$ cat config.mk
export PLATFORM = sky130hd
export DESIGN_NAME = link_decoder_flat
export DESIGN_NICKNAME = d
export VERILOG_FILES = /design/src/rtl/link_decoder_if.sv /design/src/rtl/link_decoder.sv /design/src/flat_wrapper.sv
export SDC_FILE = /design/constraint.sdc
export NUM_CORES = 1
export LEC_CHECK = 0
export ABC_AREA = 0
export BUFFER_PORTS_ARGS = -buffer_cell sky130_fd_sc_hd__clkbuf_2
export CORE_UTILIZATION = 60
export CTS_CLUSTER_SIZE = 16
export DETAILED_ROUTE_END_ITERATION = 8
export MAX_ROUTING_LAYER = met4
export PLACE_DENSITY = 0.79
export SLEW_MARGIN = 20
export SYNTH_ARGS = -nofsm -noshare
export SYNTH_HDL_FRONTEND = slang
export SYNTH_SLANG_ARGS = --single-unit
$ cat constraint.sdc
create_clock -name clk -period 2.5 [get_ports clk]
set_input_delay 0.125 -clock clk [delete_from_list [all_inputs] [get_ports clk]]
set_output_delay 0.125 -clock clk [all_outputs]
set_load 0.05 [all_outputs]
$ cat src/rtl/link_decoder_if.sv
// Byte-stream side and decoded-result side of the link decoder.
// The decoder attaches through the slave modport; the byte source/consumer uses master.
interface link_decoder_if;
    logic [7:0] rx_data;
    logic       rx_valid;
    logic       link_en;
    logic [1:0] dir2;
    logic       rcvdir;
    logic [5:0] seed_x_out;
    logic [5:0] seed_y_out;
    logic       seed_valid;
    logic       start_game;
    logic       con_error;

    modport master (
        output rx_data, rx_valid, link_en,
        input  dir2, rcvdir, seed_x_out, seed_y_out, seed_valid, start_game, con_error
    );

    modport slave (
        input  rx_data, rx_valid, link_en,
        output dir2, rcvdir, seed_x_out, seed_y_out, seed_valid, start_game, con_error
    );
endinterface

$ cat src/rtl/link_decoder.sv
// Remote-link packet decoder: header / payload / XOR checksum framing,
// byte and link timeout supervision, and a sticky connection-error flag.
module link_decoder #(
    parameter int unsigned BYTE_TIMEOUT = 75_000,
    parameter int unsigned LINK_TIMEOUT = 75_000_000,
    parameter int unsigned MAX_ERR      = 3
) (
    input  logic          clk,
    input  logic          rst,
    link_decoder_if.slave bus
);
    localparam int unsigned BW = $clog2(BYTE_TIMEOUT + 1);
    localparam int unsigned LW = $clog2(LINK_TIMEOUT + 1);
    localparam int unsigned EW = $clog2(MAX_ERR + 1);
    localparam logic [BW-1:0] BT_LAST = BW'(BYTE_TIMEOUT - 1);
    localparam logic [LW-1:0] LT_LAST = LW'(LINK_TIMEOUT - 1);
    localparam logic [EW-1:0] ERR_MAX = EW'(MAX_ERR);
    localparam logic [EW-1:0] ERR_SET = EW'(MAX_ERR - 1);

    typedef enum logic [1:0] {S_IDLE, S_PAYLOAD, S_CHECK} state_t;
    typedef enum logic [1:0] {H_DIR, H_SEED, H_START} hdr_t;

    state_t        r_state, w_state_nxt;
    hdr_t          r_hdr, w_hdr_in;
    logic          w_is_hdr;
    logic [1:0]    r_cnt;
    logic [7:0]    r_xor, r_b0, r_b1;
    logic [BW-1:0] r_byte_cnt;
    logic [LW-1:0] r_link_cnt;
    logic [EW-1:0] r_err_cnt;
    logic [1:0]    r_dir2;
    logic [5:0]    r_seed_x, r_seed_y;
    logic          r_rcvdir, r_seed_valid, r_start_game, r_con_error;
    logic          w_byte_to, w_link_to, w_take_hdr, w_pay_byte, w_last_pay, w_accept, w_bad;

    always_comb begin
        w_is_hdr = 1'b1;
        w_hdr_in = H_DIR;
        case (bus.rx_data)
            8'hA1:   w_hdr_in = H_DIR;
            8'hA2:   w_hdr_in = H_SEED;
            8'hA3:   w_hdr_in = H_START;
            default: w_is_hdr = 1'b0;
        endcase
    end

    // A byte arriving in the timeout cycle is re-read as a fresh header.
    assign w_byte_to  = (r_state != S_IDLE) && (r_byte_cnt == BT_LAST);
    assign w_link_to  = bus.link_en && (r_link_cnt == LT_LAST);
    assign w_take_hdr = bus.rx_valid && w_is_hdr && ((r_state == S_IDLE) || w_byte_to);

    always_ff @(posedge clk) begin
        if (rst) r_state <= S_IDLE;
        else     r_state <= w_state_nxt;
    end

    always_comb begin
        w_state_nxt = r_state;
        if (w_take_hdr) begin
            w_state_nxt = (w_hdr_in == H_START) ? S_CHECK : S_PAYLOAD;
        end else if (w_byte_to) begin
            w_state_nxt = S_IDLE;
        end else if (bus.rx_valid) begin
            case (r_state)
                S_PAYLOAD: if (w_last_pay) w_state_nxt = S_CHECK;
                S_CHECK:   w_state_nxt = S_IDLE;
                default:   w_state_nxt = r_state;
            endcase
        end
    end

    always_comb begin
        w_last_pay = (r_hdr == H_DIR) || (r_cnt == 2'd1);
        w_pay_byte = bus.rx_valid && !w_byte_to && (r_state == S_PAYLOAD);
        w_accept   = bus.rx_valid && !w_byte_to && (r_state == S_CHECK) && (bus.rx_data == r_xor);
        w_bad      = w_byte_to ||
                     (bus.rx_valid && (r_state == S_CHECK) && (bus.rx_data != r_xor));
    end

    always_ff @(posedge clk) begin
        if (rst) begin
            r_hdr <= H_DIR;
            r_cnt <= '0;
            r_xor <= '0;
            r_b0  <= '0;
            r_b1  <= '0;
        end else if (w_take_hdr) begin
            r_hdr <= w_hdr_in;
            r_xor <= bus.rx_data;
            r_cnt <= '0;
        end else if (w_pay_byte) begin
            r_cnt <= r_cnt + 2'd1;
            r_xor <= r_xor ^ bus.rx_data;
            if (r_cnt == 2'd0) r_b0 <= bus.rx_data;
            else               r_b1 <= bus.rx_data;
        end
    end

    always_ff @(posedge clk) begin
        if (rst || bus.rx_valid)  r_byte_cnt <= '0;
        else if (r_byte_cnt != BT_LAST) r_byte_cnt <= r_byte_cnt + 1'b1;

        if (rst || w_accept || !bus.link_en) r_link_cnt <= '0;
        else if (r_link_cnt != LT_LAST)      r_link_cnt <= r_link_cnt + 1'b1;

        if (rst || w_accept)                   r_err_cnt <= '0;
        else if (w_bad && r_err_cnt != ERR_MAX) r_err_cnt <= r_err_cnt + 1'b1;
    end

    always_ff @(posedge clk) begin
        if (rst) begin
            r_dir2       <= '0;
            r_seed_x     <= '0;
            r_seed_y     <= '0;
            r_rcvdir     <= 1'b0;
            r_seed_valid <= 1'b0;
            r_start_game <= 1'b0;
            r_con_error  <= 1'b0;
        end else begin
            r_rcvdir     <= 1'b0;
            r_seed_valid <= 1'b0;
            r_start_game <= 1'b0;
            if (w_accept) begin
                case (r_hdr)
                    H_DIR: begin
                        r_dir2   <= r_b0[1:0];
                        r_rcvdir <= 1'b1;
                    end
                    H_SEED: begin
                        r_seed_x     <= r_b0[5:0];
                        r_seed_y     <= r_b1[5:0];
                        r_seed_valid <= 1'b1;
                    end
                    default: r_start_game <= 1'b1;
                endcase
            end
            if (w_accept && r_hdr == H_START)
                r_con_error <= 1'b0;
            else if (w_link_to || (w_bad && r_err_cnt >= ERR_SET))
                r_con_error <= 1'b1;
        end
    end

    assign bus.dir2       = r_dir2;
    assign bus.rcvdir     = r_rcvdir;
    assign bus.seed_x_out = r_seed_x;
    assign bus.seed_y_out = r_seed_y;
    assign bus.seed_valid = r_seed_valid;
    assign bus.start_game = r_start_game;
    assign bus.con_error  = r_con_error;
endmodule
$ cat src/flat_wrapper.sv
// flat-port wrapper written by rule: the top's interface ports become plain ports
module link_decoder_flat 
#(
    parameter int unsigned BYTE_TIMEOUT = 75_000,
    parameter int unsigned LINK_TIMEOUT = 75_000_000,
    parameter int unsigned MAX_ERR      = 3
)
  (clk, rst, bus_rx_data, bus_rx_valid, bus_link_en, bus_dir2, bus_rcvdir, bus_seed_x_out, bus_seed_y_out, bus_seed_valid, bus_start_game, bus_con_error);
  link_decoder_if bus_i ();
  input  logic clk;
  input  logic rst;
  input wire logic [$bits(bus_i.rx_data)-1:0] bus_rx_data;
  input wire logic [$bits(bus_i.rx_valid)-1:0] bus_rx_valid;
  input wire logic [$bits(bus_i.link_en)-1:0] bus_link_en;
  output wire logic [$bits(bus_i.dir2)-1:0] bus_dir2;
  output wire logic [$bits(bus_i.rcvdir)-1:0] bus_rcvdir;
  output wire logic [$bits(bus_i.seed_x_out)-1:0] bus_seed_x_out;
  output wire logic [$bits(bus_i.seed_y_out)-1:0] bus_seed_y_out;
  output wire logic [$bits(bus_i.seed_valid)-1:0] bus_seed_valid;
  output wire logic [$bits(bus_i.start_game)-1:0] bus_start_game;
  output wire logic [$bits(bus_i.con_error)-1:0] bus_con_error;
  assign bus_i.rx_data = bus_rx_data;
  assign bus_i.rx_valid = bus_rx_valid;
  assign bus_i.link_en = bus_link_en;
  assign bus_dir2 = bus_i.dir2;
  assign bus_rcvdir = bus_i.rcvdir;
  assign bus_seed_x_out = bus_i.seed_x_out;
  assign bus_seed_y_out = bus_i.seed_y_out;
  assign bus_seed_valid = bus_i.seed_valid;
  assign bus_start_game = bus_i.start_game;
  assign bus_con_error = bus_i.con_error;
  link_decoder #(.BYTE_TIMEOUT(BYTE_TIMEOUT), .LINK_TIMEOUT(LINK_TIMEOUT), .MAX_ERR(MAX_ERR)) u_core (.clk(clk), .rst(rst), .bus(bus_i));
endmodule
==> impl_metrics.toml, run 1 <==
[die]
die_y_um = 86.69
die_w_um = 86.69
coreArea_sq_um = 6869
pin_count = 30
rows = 30
dieArea_sq_um = 7514
start_util_pct = 62.64

[timing]
fin_crit_sh_pct = 90.99
worstMarginPinSlew_ns = 0.7383
rsz0062_at_grt = "false"
setup_viol = 0
min_period_ns = 2.275
skew_ns = 0.01548
hold_violations = 0
tns_ns = 0
slew_viol_final = 0
layout_setup_ws_ns = 0.2253
fmax_ghz = 0.4396
slew_headroom_pct = 50.33

[layout]
nNetsFinal = 531
instances_no_fill = 611
stdcell_area_sq_um = 4686
drive_gt1_share_pct = 13.59
area_growth_pct = 8.898
num_antenna_cells = 0

[critical_path]
crit_end = "u_core.r_xor[6]$_SDFFE_PP0P_"
worst_setup_path_start_kind = "flop"
crit_required_ns = 2.77
arrival_ns = 2.54
worst_path_largest_cell_delay_ns = 0.57
crit_buf_inv = 0
slowest_stage = "o21ai_0"
rrSetupSlack_ns = 0.23
r2r-end = "u_core.r_xor[6]$_SDFFE_PP0P_"
critPathLaunch = "u_core.r_byte_cnt[0]$_SDFFE_PP0P_"
reg2reg_depth = 6
cp_max_fo = 7
cp_top_family = "compound AO/OA/AOI/OAI gates"
cp_cell_sequence = "ha_1 -> and4_1 -> and4_1 -> o21ai_0 -> o21ai_0 -> a31o_1"
r2r-start = "u_core.r_byte_cnt[0]$_SDFFE_PP0P_"
critPathKind = "reg -> reg"
worst_setup_path_end_kind = "flop"
crit_cells = 6

[logic_synthesis]
synth_top_cell_by_area = "dfxtp_1"
synth_warnings = 0
ys_seq_elements = 90
async_reset_ff_share_pct = 0
synth_edf_count = 0
syn_area_per_cell_sq_um = 8.817
ys.flop_type = "dfxtp_1"
seq_area_frac_synth_pct = 41.87
yosysTopAreaCellShare_pct = 41.87
synth_fp_nets = 509
syn_inst = 488
synth_cell_types = 62
syn-cell-area_sq_um = 4303
synth_area_leaders = "dfxtp_1 (42%), nor2_1 (5.5%), xnor2_1 (4.9%)"

[clock_tree]
cts_tree = "yes"
post-cts-setup-buffer-count = 0
clock-sinks = 90
clkTransAtPathRegs_ns = 0.10
insertion_delay_ns = 0.37
cts_root_buffer = "clkbuf_8"
cts_buffers = 9
clk_path_buf_depth = 2
hold_buffers = 0
cts-htree-levels = 3
cts_resized = 0

[flow_run]
maxCapViolCount = 0

[outcome]
status = "finished clean"

[routing]
drt.antenna.violating_nets = 0
firstDrtPassIters = 5
drc = 0
vias = 3593
vias_per_cell = 5.881
wirelength_um = 8648
drt-initial-drc-count = 113
avgRoutedWirePerCell_um = 14.15

[global_route]
grt_max_degree = 33
grt_pass1_vias = 3351
antenna_found_initial = 0
overflow = 0
grt_use_total_pct = 25.45
grt_first_pass_wirelength_um = 14720

[min_path]
hold_path_class = "in -> reg"
hold_path_depth = 2

[place]
gp_congestion = 0.8553
pre_cts_ws_ns = 0.3007
dp_hpwl_um = 6216
io_buffer_count = 29
placed_cells = 595
place_area_sq_um = 4493

[power_and_ir_drop]
power_density_nw_per_um2 = 532.1
p_leak_nw = 1.722
peakVddDrop_mv = 0.2655
==> cells by family (layout without fill, tap and decap cells) <==
family          Yosys count  count (layout)  share of synthesized area, %
simple gates            202             202                         25.79
buf+inv                  39              66                         4.100
flops                    90              90                         41.87
mux                      16              16                         3.722
fa+ha+maj                 9               9                         2.617
compound gates           92              92                         13.75
xor+xnor                 40              40                         8.142
==> report_power, final <==
part	internal [W]	switching [W]
clock network	0.000391	0.000574
registers	0.00144	0.00000464
logic	0.0000274	0.0000590
total	0.00186	0.000638
==> final cells by class <==
| cell class | instances | area (sq um) |
|---|---|---|
| Multi-Input combinational cell | 359 | 2325 |
| Tap cell | 96 | 120.1 |
| Clock buffer | 9 | 123.9 |
| Fill cell | 574 | 2183 |
| Timing Repair Buffer | 35 | 190.2 |
| Inverter | 15 | 56.30 |
| Sequential cell | 90 | 1802 |
| Clock inverter | 7 | 68.82 |
==> stage by stage <==
step | total power (W) | hold slack (ns) | utilization (%)
after floorplan | 0.001532 | 0.2600 | -
after global placement | 0.001559 | 0.4112 | 65.41
after detailed placement | 0.001561 | 0.4191 | 65.41
after CTS | 0.002517 | 0.02519 | 68.21
after global routing | 0.002588 | 0.04275 | 68.21
final | 0.002494 | 0.04894 | 68.21
==> Yosys cell counts, types with 3 or more instances <==
library cell	number
mux2i_1	16
a31oi_1	3
or2_2	3
and4_1	5
nor2b_1	3
nor4_1	5
nand2_1	25
inv_1	14
ha_1	9
a2111oi_0	3
clkbuf_1	12
o21ai_0	29
xnor2_1	24
buf_2	9
xor2_1	16
or3_1	8
a211oi_1	3
dfxtp_1	90
nor2_1	63
nor3_1	16
a21oi_1	30
nand4_1	23
nand3_1	22
and3_1	9
==> flip-flops by register name, summed over array words and instances, names as in the netlist, 2 cells and up <==
| register | cells |
|---|---|
| u_core.bus.dir2 | 2 |
| u_core.bus.seed_x_out | 6 |
| u_core.bus.seed_y_out | 6 |
| u_core.r_b0 | 6 |
| u_core.r_b1 | 6 |
| u_core.r_byte_cnt | 17 |
| u_core.r_cnt | 2 |
| u_core.r_err_cnt | 2 |
| u_core.r_hdr | 2 |
| u_core.r_link_cnt | 27 |
| u_core.r_state | 2 |
| u_core.r_xor | 8 |
==> how the worst min path moves through the flow <==
| stage | from | end | slack (ns) |
|---|---|---|---|
| final | bus_rx_data[6] | u_core.r_xor[6]$_SDFFE_PP0P_ | 0.05 |
| after global routing | bus_rx_data[6] | u_core.r_xor[6]$_SDFFE_PP0P_ | 0.04 |
| after CTS | bus_rx_data[6] | u_core.r_xor[6]$_SDFFE_PP0P_ | 0.03 |
| after detailed placement | bus_rx_data[6] | u_core.r_xor[6]$_SDFFE_PP0P_ | 0.42 |
| after global placement | bus_rx_data[6] | u_core.r_xor[6]$_SDFFE_PP0P_ | 0.41 |
| after floorplan | bus_rx_data[4] | u_core.r_xor[4]$_SDFFE_PP0P_ | 0.26 |
==> cell usage in the layout (no fill, tap or decap), drive strengths merged, types with 2 or more instances in the layout <==
| master | netlist | layout |
|---|---|---|
| a2111oi | 4 | 4 |
| a211oi | 3 | 3 |
| a21oi | 31 | 31 |
| a31o | 4 | 4 |
| a31oi | 3 | 3 |
| a32o | 2 | 2 |
| and3 | 10 | 10 |
| and4 | 5 | 5 |
| and4b | 2 | 2 |
| buf | 12 | 6 |
| clkbuf | 12 | 38 |
| clkinv | 1 | 4 |
| dfxtp | 90 | 90 |
| ha | 9 | 9 |
| inv | 14 | 18 |
| mux2i | 16 | 16 |
| nand2 | 25 | 25 |
| nand2b | 2 | 2 |
| nand3 | 22 | 22 |
| nand4 | 24 | 24 |
| nor2 | 63 | 63 |
| nor2b | 3 | 3 |
| nor3 | 17 | 17 |
| nor4 | 7 | 7 |
| nor4b | 3 | 3 |
| o21ai | 30 | 30 |
| o31a | 2 | 2 |
| o31ai | 2 | 2 |
| or2 | 4 | 4 |
| or3 | 8 | 8 |
| xnor2 | 24 | 24 |
| xor2 | 16 | 16 |
==> worst reg2reg max path: cells and delay by family, from the launching register on <==
kind / cells / cell delay, ns
flip-flops: 1 / 0.35
adder cells (fa/ha/maj): 1 / 0.25
AO/OA/AOI/OAI: 3 / 1.07
AND/OR/NAND/NOR: 2 / 0.51
==> layer usage <==
layer | track usage (%) | vias up | share of wire, %
li1 | - | 1791 | -
met1 | 29.76 | 1686 | 43
met2 | 43.94 | 101 | 51
met3 | 5.619 | 15 | 4.9
met4 | 7.273 | 0 | 1.3
met5 | - | - | 0
(Power assumes the default switching activity.)
==> inputs of run 2 (changes only) <==
--- a/config.mk
+++ b/config.mk
@@ -12,6 +12,7 @@
 export DETAILED_ROUTE_END_ITERATION = 8
 export MAX_ROUTING_LAYER = met4
 export PLACE_DENSITY = 0.79
+export SETUP_SLACK_MARGIN = 0.3
 export SLEW_MARGIN = 20
 export SYNTH_ARGS = -nofsm -noshare
 export SYNTH_HDL_FRONTEND = slang
==> impl_metrics.toml, run 2 (synthesized netlist as in run 1, its figures left out) <==
[layout]
reg_top3 = "u_core.r_link_cnt (27), u_core.r_byte_cnt (17), u_core.r_xor (8)"
area.sequential_sq_um = 1802
final_cell_mix = "dfxtp_1 (90), nor2_1 (63), a21oi_1 (30)"
layout_commonest_cell = "dfxtp_1"
num_antenna_cells = 0
fillers = 573
area_growth_pct = 9.160
final_core_utilization_pct = 68.38
regMostFlops = "u_core.r_link_cnt"
nNetsFinal = 531
largest_register_ffs = 27
multiInputGateArea_sq_um = 2336
drive_gt1_share_pct = 13.79

[clock_tree]
clock-sinks = 90
cts_buffers = 9
hold_buffers = 0
cts_root_buffer = "clkbuf_8"
insertion_delay_ns = 0.37
cts_tree = "yes"
clk_path_buf_depth = 2
cts-htree-levels = 3
clkTransAtPathRegs_ns = 0.10

[timing]
fmax_ghz = 0.4721
fin_crit_sh_pct = 84.73
layout_setup_ws_ns = 0.3818
min_period_ns = 2.118
rsz0062_at_grt = "true"
worstMarginPinSlew_ns = 0.7585
slew_viol_final = 0
skew_ns = 0.01548
setup_viol = 0
hold_violations = 0
slew_headroom_pct = 49.33
tns_ns = 0

[power_and_ir_drop]
p_sw_w = 0.0006372
peakVddDrop_mv = 0.2653
power_frac_seq_pct = 57.8
power_frac_clock_pct = 38.7
swShare_pct = 25.56
p_comb_share_pct = 3.5
power_density_nw_per_um2 = 530.8
p_leak_nw = 1.723
finalPower_w = 0.002493
p_int_w = 0.001856

[die]
rows = 30
die_y_um = 86.69
die_w_um = 86.69
dieArea_sq_um = 7514
start_util_pct = 62.64
coreArea_sq_um = 6869
pin_count = 30

[critical_path]
slowest_stage = "a21boi_2"
worst_path_largest_cell_delay_ns = 0.43
cp_cell_sequence = "ha_1 -> and4_1 -> nand4_2 -> a21boi_2 -> buf_4 -> a2111oi_1 -> a31o_1"
crit_required_ns = 2.77
critPathKind = "reg -> reg"
arrival_ns = 2.39
worst_setup_path_start_kind = "flop"
cp_max_fo = 8
worst_setup_path_end_kind = "flop"

[routing]
vias = 3584
avgRoutedWirePerCell_um = 14.17
wl_met3_um = 433
top_layer = "met4"
drt-initial-drc-count = 124
wl_met2_um = 4378
wirelength_um = 8659
wl_met1_um = 3732
vias_per_cell = 5.866
drt.antenna.violating_nets = 0
firstDrtPassIters = 5
drc = 0

[place]
io_buffer_count = 29
gp_congestion = 0.8553
pre_cts_ws_ns = 0.3007
dp_hpwl_um = 6216

[global_route]
antenna_found_initial = 0
overflow = 0
grt_use_total_pct = 25.45
grt_max_degree = 33
grt_first_pass_wirelength_um = 14720
grt_pass1_vias = 3351

[flow_run]
maxCapViolCount = 0

[min_path]
hold_path_class = "in -> reg"

[outcome]
status = "finished clean"
==> run 2: cell types whose count changed in the layout (fill, tap and decap cells not counted) <==
cell       change
o21ai_1        +1
and4_1         -1
and4_2         +1
a21oi_2        -1
o21ai_0        -1
a2111oi_0      -2
a2111oi_1      +2
a21oi_4        +1
==> run 2: metrics by stage <==
step,cell area (sq um),cells,hold WS (ns)
floorplan,4303,488,0.2600
global placement,4493,595,0.4112
detailed placement,4493,595,0.4191
CTS,4686,611,0.02519
global route,4697,611,0.04476
finish,4697,611,0.04722
==> run 2: what timing repair did <==
| action | 4_1_cts | 5_1_grt |
|---|---|---|
| resized for setup | 0 | 5 |
| setup endpoints to repair | 0 | 14 |
| setup buffers | 0 | 0 |
==> run 2: path summary, 6_finish.rpt <==
check | start | end | slack, ns | cells after the start
max reg2reg | u_core.r_byte_cnt[0]$_SDFFE_PP0P_ | u_core.r_xor[6]$_SDFFE_PP0P_ | 0.38 | 7
min reg2reg | u_core.bus.dir2[1]$_SDFFE_PP0P_ | u_core.bus.dir2[1]$_SDFFE_PP0P_ | 0.47 | 2
min | bus_rx_data[6] | u_core.r_xor[6]$_SDFFE_PP0P_ | 0.05 | 2
max | u_core.r_byte_cnt[0]$_SDFFE_PP0P_ | u_core.r_xor[6]$_SDFFE_PP0P_ | 0.38 | 7
==> run 2: layout make-up <==
type | instances | share of cell area (%)
Clock buffer | 9 | 2.637
Clock inverter | 7 | 1.465
Inverter | 15 | 1.199
Multi-Input combinational cell | 359 | 49.73
Sequential cell | 90 | 38.36
Tap cell | 96 | 2.557
Timing Repair Buffer | 35 | 4.049
==> run 2: worst max-delay path, delay by kind of cell (launching register included) <==
kind,cells,cell delay (ns)
compound gates,3,0.68
simple gates,2,0.50
flops,1,0.40
fa+ha+maj,1,0.23
buf+inv,1,0.22
==> run 2: power groups by stage <==
stage	sequential (W)	combinational, W	clock (W)
final	0.00144	0.0000865	0.000964
after global routing	0.00144	0.0000961	0.00105
after CTS	0.00144	0.0000865	0.000989
after detailed placement	0.00148	0.0000857	0
after global placement	0.00147	0.0000839	0
after floorplan	0.00147	0.0000574	0
==> run 2: layer usage <==
metal	GRT usage, %	vias up
li1	-	1791
met4	7.273	0
met3	5.619	17
met1	29.76	1685
met2	43.94	91
met5	-	-
